### config.mk
export PLATFORM = sky130hd
export DESIGN_NAME = serial_subtractor
export DESIGN_NICKNAME = d
export VERILOG_FILES = /design/src/rtl/serial_subtractor_pkg.sv /design/src/rtl/serial_subtractor_full_subtractor.sv /design/src/rtl/serial_subtractor.sv
export SDC_FILE = /design/constraint.sdc
export NUM_CORES = 1
export LEC_CHECK = 0
export BUFFER_PORTS_ARGS = -buffer_cell sky130_fd_sc_hd__buf_2
export CAP_MARGIN = 5
export CORE_ASPECT_RATIO = 2
export CORE_MARGIN = 4
export CORE_UTILIZATION = 38
export DETAILED_ROUTE_END_ITERATION = 7
export SLEW_MARGIN = 20
export SYNTH_ARGS = -nofsm -noshare
export SYNTH_HDL_FRONTEND = slang
export SYNTH_HIERARCHICAL = 1
export SYNTH_SLANG_ARGS = --single-unit
### constraint.sdc
create_clock -name clk -period 4.2 [get_ports clk]
set_clock_uncertainty 0.15 [all_clocks]
set_input_delay 0.63 -clock clk [delete_from_list [all_inputs] [get_ports clk]]
set_output_delay 0.63 -clock clk [all_outputs]
set_load 0.1 [all_outputs]
### src/rtl/serial_subtractor_pkg.sv
// Shared definitions for the bit-serial subtractor: FSM encoding and counter sizing.
package serial_subtractor_pkg;

  typedef logic [0:0] state_t;

  localparam state_t IDLE = 1'b0;
  localparam state_t RUN  = 1'b1;

  // Bit-counter width; a floor of one bit keeps the counter a legal vector.
  function automatic int cnt_width(input int w);
    return (w < 32'sd2) ? 32'sd1 : $clog2(w);
  endfunction

endpackage

### src/rtl/serial_subtractor_full_subtractor.sv
// Single-bit full subtractor cell: d = x - y - bi, bo is the borrow out.
module full_subtractor (
  input  logic x,
  input  logic y,
  input  logic bi,
  output logic d,
  output logic bo
);

  assign d  = x ^ y ^ bi;
  assign bo = (~x & y) | (~(x ^ y) & bi);

endmodule

### src/rtl/serial_subtractor.sv
// Bit-serial subtractor: one full-subtractor cell walks A - B - bin LSB first,
// one bit per clock, with registered busy/done/diff/bout.
module serial_subtractor
  import serial_subtractor_pkg::*;
#(
  parameter int WIDTH = 8
) (
  input  logic             clk,
  input  logic             rst,
  input  logic             start,
  input  logic [WIDTH-1:0] a,
  input  logic [WIDTH-1:0] b,
  input  logic             bin,
  output logic             busy,
  output logic             done,
  output logic [WIDTH-1:0] diff,
  output logic             bout
);

  localparam int             CW   = cnt_width(WIDTH);
  localparam logic [CW-1:0]  LAST = CW'(WIDTH - 1);

  state_t           state_q, state_d;
  logic [CW-1:0]    cnt_q, cnt_d;
  logic [WIDTH-1:0] a_sr_q, a_sr_d;
  logic [WIDTH-1:0] b_sr_q, b_sr_d;
  logic [WIDTH-1:0] res_q, res_d;
  logic             borrow_q, borrow_d;
  logic             busy_q, busy_d;
  logic             done_q, done_d;
  logic [WIDTH-1:0] diff_q, diff_d;
  logic             bout_q, bout_d;

  logic             cell_d_s;
  logic             cell_bo_s;

  full_subtractor u_cell (
    .x  (a_sr_q[0]),
    .y  (b_sr_q[0]),
    .bi (borrow_q),
    .d  (cell_d_s),
    .bo (cell_bo_s)
  );

  // Next-state logic for the FSM, datapath shift registers and output registers.
  always_comb begin
    state_d  = state_q;
    cnt_d    = cnt_q;
    a_sr_d   = a_sr_q;
    b_sr_d   = b_sr_q;
    res_d    = res_q;
    borrow_d = borrow_q;
    busy_d   = busy_q;
    done_d   = 1'b0;
    diff_d   = diff_q;
    bout_d   = bout_q;

    case (state_q)
      IDLE: begin
        if (start) begin
          a_sr_d   = a;
          b_sr_d   = b;
          borrow_d = bin;
          cnt_d    = {CW{1'b0}};
          busy_d   = 1'b1;
          state_d  = RUN;
        end else begin
          busy_d   = 1'b0;
        end
      end
      RUN: begin
        res_d    = {cell_d_s, res_q[WIDTH-1:1]};
        a_sr_d   = {1'b0, a_sr_q[WIDTH-1:1]};
        b_sr_d   = {1'b0, b_sr_q[WIDTH-1:1]};
        borrow_d = cell_bo_s;
        if (cnt_q == LAST) begin
          // Final bit: publish the result in the same edge the FSM leaves RUN.
          diff_d  = res_d;
          bout_d  = cell_bo_s;
          done_d  = 1'b1;
          busy_d  = 1'b0;
          cnt_d   = {CW{1'b0}};
          state_d = IDLE;
        end else begin
          cnt_d   = cnt_q + CW'(1);
          busy_d  = 1'b1;
        end
      end
      default: begin
        state_d = IDLE;
        busy_d  = 1'b0;
      end
    endcase
  end

  // State and output registers with asynchronous reset that aborts any operation.
  always_ff @(posedge clk or posedge rst) begin
    if (rst) begin
      state_q  <= IDLE;
      cnt_q    <= {CW{1'b0}};
      a_sr_q   <= {WIDTH{1'b0}};
      b_sr_q   <= {WIDTH{1'b0}};
      res_q    <= {WIDTH{1'b0}};
      borrow_q <= 1'b0;
      busy_q   <= 1'b0;
      done_q   <= 1'b0;
      diff_q   <= {WIDTH{1'b0}};
      bout_q   <= 1'b0;
    end else begin
      state_q  <= state_d;
      cnt_q    <= cnt_d;
      a_sr_q   <= a_sr_d;
      b_sr_q   <= b_sr_d;
      res_q    <= res_d;
      borrow_q <= borrow_d;
      busy_q   <= busy_d;
      done_q   <= done_d;
      diff_q   <= diff_d;
      bout_q   <= bout_d;
    end
  end

  assign busy = busy_q;
  assign done = done_q;
  assign diff = diff_q;
  assign bout = bout_q;

endmodule

After elaboration in Yosys (flattened, before gate mapping):

Cells that the tools add are included.

* add/sub/neg operators: 1
* equal/unequal tests: 2
* reduce and logical (&&, ||, !) cells: 1
* bitwise logic cells: 8
* muxes and demuxes: 14

Operator list (count)
* 8-bit one-hot mux with 2 select lines: 2
* 8-bit 2-to-1 mux: 2
* 3-bit 2-to-1 mux: 2
* 3-bit one-hot mux with 2 select lines: 1
* 1-bit 2-to-1 mux: 5
* 1-bit one-hot mux with 2 select lines: 2
* 3-bit by 1-bit adder with 3-bit output, second input constant: 1
* 3-bit == test, second input constant: 1
* 1-bit NOT: 3
* 1-bit AND: 2
* 2-bit != test, second input constant: 1
* 2-bit AND reduction: 1
* 1-bit bitwise XOR: 2
* 1-bit bitwise OR: 1

* output and inout port bits: 11
* register bits after elaboration: 39
* input bits: 20
* word-level logic and storage cells: 35

Longest topological paths before layout:

Gate-level depths: netlist (run 1).

* depth after elaboration: 5
* gate-level depth with buffers: 5
* mapped depth without buffers: 5

Modules after synthesis:

Netlist (run 1), hierarchy kept.

By module, submodules not included
* serial_subtractor: instances 1, cells each 125, area an instance 1647.8 um^2, seq. area each 950.9 um^2
* full_subtractor: instances 1, cells each 4, area an instance 31.3 um^2, seq. area each 0.0 um^2

Least setup slack after synthesis (run 1):

No wires, ideal clock.

* path type: register to register
* start point: register busy (netlist name)
* end point: register res_q[1]
* stages on the path, launching flop included: 4
* setup slack: 2315 ps
* library setup time: 125 ps
* arrival time: 1610 ps
* path through: dfrtp_1 -> buf_6 -> buf_6 -> mux2_4

RTL lines
* end signal, assigned: RTL line serial_subtractor.sv:103 `res_q <= {WIDTH{1'b0}};`
* end signal, assigned: RTL line serial_subtractor.sv:114 `res_q <= res_d;`
* end, declared: RTL line serial_subtractor.sv:27 `logic [WIDTH-1:0] res_q, res_d;`

Worst setup path after layout (run 1):

* start point: register bout_q, in the netlist bout
* end point: output bout

RTL lines
* start, declared: RTL line serial_subtractor.sv:32 `logic bout_q, bout_d;`
* start signal, assigned: RTL line serial_subtractor.sv:119 `bout_q <= bout_d;`
* end, declared: RTL line serial_subtractor.sv:17 `output logic bout`

No word-level cell between the ends.

==> metrics.md, run 1 <==
| Metric | Value |
|---|---|
| Power Density | `between 800 and 900 mW/mm^2` |
| Synth warnings | `6` |
| GPL Wtd Cong | `0.7018` |
| Avg WL per Cell | `approximately 13 um` |
| Unrepaired setup endpoints after global routing | `no` |
| Layout Utilization | `0.4584` |
| #FFs+latches synth | `38` |
| Cell breakdown of the critical path | `buf_2` |
| Tot Pwr | `about 1.7 mW` |
| Resize count post-CTS | `0` |
| Synth top area cells | `dfrtp_1, mux2_4, mux2i_1` |
| Min Hold Slack | `approximately 0.24 ns` |
| Layout area overhead | `17.29%` |
| Clk buf depth | `2` |
| Largest net degree at the start of global routing | `48` |
| Setup_tns | `0 ns` |
| Worst-Skew Late Latency | `between 0.2 and 0.3 ns` |
| Final Hold Fails | `0` |
| Hold-fix buffers at CTS | `0` |
| DP HPWL | `~2000 um` |
| Core area | `roughly 0.0043 sq mm` |
| Final period util | `0.4410` |
| Worst vdd ir | `between 0.3 and 0.4 mV` |
| Slew margin rel. | `0.6223` |
| Placed instance area | `0.001861 sq mm` |
| Detailed Route Iter0 Violations | `10` |
| CP delay by family, top | `buffers and inverters` |
| Port bufs | `30` |
| Most area-hungry cell type in the Yosys netlist | `dfrtp_1` |
| Fill count | `between 400 and 500` |
| Fin area | `between 0.0015 and 0.002 sq mm` |
| CP max stage cell | `buf_2` |
| Pre-CTS setup slack | `2.475 ns` |
| Cell Rows | `34` |
| DIE AREA | `roughly 0.0056 sq mm` |
| Max-cap viol count | `0` |
| GRT Resource Usage Total | `0.1217` |
| Critical path required time | `around 3.4 ns` |
| Io pins | `31` |
| Detail Route Antenna Nets | `0` |
| CP Capture Type | `output port` |
| Mapped Area | `0.001679 sq mm` |
| Netlist cell types | `19` |
| Post-synth top area share | `0.5663` |
| H-tree Lvls | `2` |
| Crit Path Class | `register to output port` |
| Post-Syn Instances | `129` |
| DRC violations left | `0` |
| Setup crit start kind | `register` |
| Crit Path Max Fanout | `2` |
| Clock root cell | `clkbuf_8` |
| CTS tree | `yes` |
| Fraction of layout cells with a size suffix above 1 | `0.3519` |
| HP Class | `primary input to asynchronous set/reset pin` |
| Diodes inserted | `0` |
| Setup-failing EPs final | `0` |
| Die height | `slightly above 100 um` |
| Post-CTS Setup Bufs | `0` |
| Via count of the first global-routing pass | `1072` |
| LEAKAGE | `approximately 1.0 nW` |
| Routed WL | `around 2900 um` |
| Max incr delay on CP | `around 0.43 ns` |
| Synth Area per Inst | `13.02 sq um` |
| Initial antenna violation count | `0` |
| Final min period | `1.852 ns` |
| Final std cells w/o fill | `~220` |
| Global-route wire length before repair | `4850 um` |
| CP Buf/Inv Count | `1` |
| Final WS setup | `about 2.3 ns` |
| Sequential-to-total area share from yosys stat | `0.5663` |
| Cts bufs inserted | `5` |
| DR pass1 iterations | `4` |
| Worst-path clk slew | `about 0.070 ns` |
| Gr ovfl total | `0` |
| Final Slew Violations | `0` |
| Fmax achieved | `~540 MHz` |
| Die X | `~55 um` |
| Status | `finished clean` |
| Crit path DAT | `roughly 1.1 ns` |
| Fin nets | `between 150 and 200` |
| DR vias | `around 1000` |
| CTS Sinks | `38` |
| Initial core utilization | `0.3908` |
| Vias per cell | `roughly 4.8` |
| Actual slew at the worst max-slew pin | `0.5660 ns` |
| Placed cells | `roughly 210` |
| Net Count, Synth | `152` |
[flip-flops by register name, summed over array words and instances (netlist names)]
signal    flops
b_sr_q        8
a_sr_q        8
cnt_q         3
diff          8
borrow_q      1
done          1
res_q         7
bout          1
busy          1
[power breakdown]
| group | internal, mW | leakage, nW | switching, mW | total [mW] |
|---|---|---|---|---|
| registers | 0.532 | 0.466 | 0.0939 | 0.626 |
| clock network | 0.175 | 0.0579 | 0.125 | 0.300 |
| logic | 0.264 | 0.486 | 0.546 | 0.810 |
| total | 0.970 | 1.01 | 0.765 | 1.74 |
[path summary, 6_finish.rpt]
kind,cells after the start,slack [ns],to,from
worst max-delay path,1,2.35,bout,bout
worst min-delay path,2,0.24,res_q[3],rst
worst max register to register,4,2.59,diff[6],cnt_q[0]
worst min register to register,2,0.34,a_sr_q[5],a_sr_q[6]
max in group asynchronous,3,2.94,borrow_q,rst
min in group clk,2,0.34,a_sr_q[5],a_sr_q[6]
[layer usage]
layer / global-route usage / vias to the layer above / routed length, um
met4: 0.07303 / 0 / 80
met2: 0.1998 / 23 / 1470
met3: 0.03504 / 6 / 143
met1: 0.1325 / 501 / 1164
met5: 0 / - / 0
li1: - / 503 / -
[synthesized netlist by cell type]
library cell and count:
buf_4 2, dfrtp_1 38, fa_1 1, nand2_1 16, nand2_8 1, buf_2 2, o22ai_1 1, clkbuf_1 1
ha_1 2, o21ai_0 3, mux2_2 3, inv_1 6, a22o_1 1, nor2_1 3, mux2i_1 17, nand2b_1 3
buf_6 2, mux2_4 13, o21ai_1 14
[logic make-up after synthesis]
family,share of synthesized area
AO/OA/AOI/OAI,0.05961
adder cells (fa/ha/maj),0.02682
buffers and inverters,0.04396
flip-flops,0.5663
multiplexers,0.2377
AND/OR/NAND/NOR,0.06558
[area by class of cell]
cell class,count,area [sq um],area share
flip-flops and latches,38,950.9,0.4828
repair buffers,32,165.2,0.08386
well taps,54,67.56,0.03431
multi-input cells,78,654.4,0.3323
clock buffers,5,68.82,0.03494
clock inverters,3,40.04,0.02033
inverters,6,22.52,0.01144
[cell usage in the layout, fill, tap and decap left out, drive strengths merged]
master / n
nand2b: 3
mux2i: 17
o22ai: 1
o21ai: 17
a22o: 1
nor2: 3
inv: 6
ha: 2
nand2: 17
buf: 32
dfrtp: 38
fa: 1
bufinv: 1
clkbuf: 5
clkinv: 2
mux2: 16
Power figures use the tool's default switching activity.
==> run 2: changes to the inputs <==
--- a/config.mk
+++ b/config.mk
@@ -5,6 +5,7 @@
 export SDC_FILE = /design/constraint.sdc
 export NUM_CORES = 1
 export LEC_CHECK = 0
+export ABC_AREA = 1
 export BUFFER_PORTS_ARGS = -buffer_cell sky130_fd_sc_hd__buf_2
 export CAP_MARGIN = 5
 export CORE_ASPECT_RATIO = 2
==> constraint.sdc (replaced) <==
create_clock -name clk -period 1.9 [get_ports clk]
set_clock_uncertainty 0.15 [all_clocks]
set_input_delay 0.285 -clock clk [delete_from_list [all_inputs] [get_ports clk]]
set_output_delay 0.285 -clock clk [all_outputs]
set_load 0.1 [all_outputs]
==> run 2 against run 1 <==
Effect of this change:
- global-route usage rose by 1.1 points
- cell count rose by 21%
- critical path depth rose by 1
- total power rose by 110%
- largest power group unchanged
- sequential share of layout area rose by 1.1 points
- sequential cell count did not move
- non-clock buffer count rose by 2
- highest routed layer unchanged
- sequential power rose by 120%
==> metrics.md, run 2 <==
| Metric | Value |
|---|---|
| Status | `finished clean` |
| Largest family of logic cells by synthesized area | `simple AND/OR/NAND/NOR gates` |
| Most frequent cells in the layout | `nand2_1, dfrtp_1, nand3_1, buf_2, inv_1` |
| Worst vdd ir | `0.8056 mV (+140%)` |
| Initial antenna violation count | `0 (unchanged)` |
| Wl on met1 | `1165 um (about the same)` |
| Fin nets | `231 (+26%)` |
| DR pass1 iterations | `4 (unchanged)` |
| CTS Sinks | `38 (unchanged)` |
| Cell Rows | `33 (-2.9%)` |
| Final period util | `0.8736` |
| Crit path depth | `2 (+1)` |
| Hold path cells | `3` |
| Area of the multi-input gates | `565.5 sq um (-14%)` |
| Detail Route Antenna Nets | `0 (unchanged)` |
| GPL Wtd Cong | `0.7154 (+1.9%)` |
| Unrepaired setup endpoints after global routing | `no` |
| Met3 Routed Length | `152 um (+6.3%)` |
| Power Density | `1908 mW/mm^2 (+120%)` |
| Post-Synth XOR/XNOR Area | `0 (unchanged)` |
| Top-count cell post-synth | `nand2_1` |
| Max incr delay on CP | `0.53 ns (+0.10 ns)` |
| Max layer used | `met4` |
| GRT Resource Usage Total | `0.1331 (+0.01146)` |
| Final min period | `~1.7 ns` |
| Post-Syn Instances | `177 (+37%)` |
| Post-synth top area share | `0.5736 (+0.007266)` |
| CP max stage cell | `dfrtp_2` |
| Global-route wire length before repair | `5444 um (+12%)` |
| Vias per cell | `4.728 (-1.1%)` |
| Post-Synth Adder-Cell Area | `0.02717 (+0.0003442)` |
| CP Buf/Inv Count | `2 (+1)` |
| Synth Area in Compound Gates | `0.06113 (+0.001520)` |
| Gr ovfl total | `0 (unchanged)` |
| Post-synth EDFFs | `0 (unchanged)` |
| Crit Path Class | `register to output port` |
| Register Area | `952.2 sq um (+0.13%)` |
| Metal2 WL | `1556 um (+5.9%)` |
| Layout area overhead | `16.23%` |
| Synth Area per Inst | `9.366 sq um (-28%)` |
| Most common cell after layout, fill and taps aside | `nand2_1` |
| Avg WL per Cell | `11.22 um (-15%)` |
| Detailed Route Iter0 Violations | `26 (+16)` |
| R2R depth | `6 (+2)` |
| Pre-CTS setup slack | `0.3445 ns (-2.131 ns)` |
| Diodes inserted | `0 (unchanged)` |
| DRC violations left | `0 (unchanged)` |
| Fill count | `461 (+9.0%)` |
| Core area | `0.004170 sq mm (-2.9%)` |
| #FFs+latches synth | `38 (unchanged)` |
| Most area-hungry cell type in the Yosys netlist | `dfrtp_1` |
| CTS tree | `yes` |
| Max-cap viol count | `0 (unchanged)` |
| Cts bufs inserted | `5 (unchanged)` |
| Final Hold Fails | `0 (unchanged)` |
| CP Capture Type | `output port` |
| LEAKAGE | `1.019 nW (+1.0%)` |
| Worst-Skew Late Latency | `0.28 ns (about the same)` |
| Crit Path Max Fanout | `12 (+10)` |
| HP Class | `primary input to register` |
| Net Count, Synth | `200 (+32%)` |
| Setup_tns | `0 ns (unchanged)` |
| Crit path DAT | `1.22 ns (+0.15 ns)` |
| Setup crit start kind | `register` |
| Setup-failing EPs final | `0 (unchanged)` |
| Post-Synth Simple-Gate Area | `0.2528 (+0.1873)` |
| Netlist cell types | `16 (-3)` |
| Post-CTS Setup Bufs | `0 (unchanged)` |
| DR vias | `1234 (+19%)` |
| Io pins | `31 (unchanged)` |
| Clk buf depth | `2 (unchanged)` |
| Die X | `54.71 um (-0.55%)` |
| Sequential-to-total area share from yosys stat | `0.5736 (+0.007266)` |
| Worst-path clk slew | `0.07 ns (about the same)` |
| Synth top area cells | `dfrtp_1, nand2_1, nand3_1` |
| Fraction of layout cells with a size suffix above 1 | `0.2440 (-0.1078)` |
| Final WS setup | `0.2401 ns (-2.108 ns)` |
| Critical path required time | `1.46 ns (-1.96 ns)` |
| Die height | `101.4 um (-0.58%)` |
| DP HPWL | `2189 um (+6.4%)` |
| Synth cell count leaders | `nand2_1, dfrtp_1, nand3_1` |
| Actual slew at the worst max-slew pin | `0.4878 ns (-0.07819 ns)` |
| Mapped Area | `0.001658 sq mm (-1.3%)` |
| Mux cell area share after synthesis | `0 (-0.2377)` |
| Initial core utilization | `0.3975 (+0.006742)` |
| Slew margin rel. | `0.6770 (+0.05478)` |
| DIE AREA | `0.005548 sq mm (-1.1%)` |
| Clock root cell | `clkbuf_8` |
| Main flop type after synthesis | `dfrtp_1` |
| Final Slew Violations | `0 (unchanged)` |
| Asr flop ratio synth | `1.000 (unchanged)` |
| Synth warnings | `6 (unchanged)` |
| Cell breakdown of the critical path | `buf_4 -> buf_12` |
| CP delay by family, top | `flip-flops` |
| H-tree Lvls | `2 (unchanged)` |
| Fmax achieved | `approximately 600 MHz` |
| Via count of the first global-routing pass | `1214 (+13%)` |
| Port bufs | `30 (unchanged)` |
| Routed WL | `2928 um (+2.4%)` |
| Largest net degree at the start of global routing | `39 (-19%)` |
run 2: logic make-up after synthesis:
kind of cell,after synthesis
DFF,38
buffers and inverters,24
AOI/OAI and AO/OA,15
and+or+nand+nor,97
adders and majority gates,3
run 2: metrics by stage:
stage               hold slack [ns]  utilization  total power, mW  cell area (sq um)  std cells
finish                      0.09045       0.4620            3.677               1927        261
detailed placement           0.2720       0.4374            3.174               1824        252
CTS                         0.08470       0.4617            3.742               1926        261
global placement             0.2791       0.4374            3.139               1824        252
global route                0.09513       0.4620            4.004               1927        261
floorplan                    0.2803            -            2.883               1658        177
run 2: tightest hold or removal path: cells and delay by family:
| kind | cells | cell delay, ns |
|---|---|---|
| buf+inv | 1 | 0.07 |
| simple gates | 2 | 0.14 |
run 2: area by class of cell:
type                    instances  area share
multi-input cells             115      0.2935
clock inverters                 1    0.002597
repair buffers                 34      0.1026
well taps                      52     0.03377
flip-flops and latches         38      0.4942
inverters                      14     0.02857
clock buffers                   7     0.04481
run 2: timing repair:
| action | in CTS | in global routing |
|---|---|---|
| setup endpoints to repair | 0 | 1 |
| hold endpoints to repair | 38 | 0 |
| resized for setup | 0 | 1 |
| hold buffers | 1 | 0 |
run 2: where the power goes:
part	internal [mW]	switching (mW)	leakage [nW]
registers	1.15	0.208	0.485
clock network	0.292	0.261	0.0482
logic	0.446	1.32	0.486
run 2: path summary, 6_finish.rpt:
path | startpoint | end | slack [ns]
setup / recovery | busy | busy | 0.24
hold / removal | a[7] | a_sr_q[7] | 0.09
setup reg to reg | cnt_q[0] | diff[7] | 0.35
hold reg to reg | diff[5] | diff[5] | 0.33
max in group asynchronous | rst | busy | 0.75
min in group asynchronous | rst | diff[0] | 0.49
run 2: per-layer routing:
| metal | vias up | GRT usage |
|---|---|---|
| li1 | 625 | - |
| met1 | 578 | 0.1574 |
| met2 | 26 | 0.2181 |
| met3 | 5 | 0.03976 |
| met4 | 0 | 0.05182 |
| met5 | - | 0 |
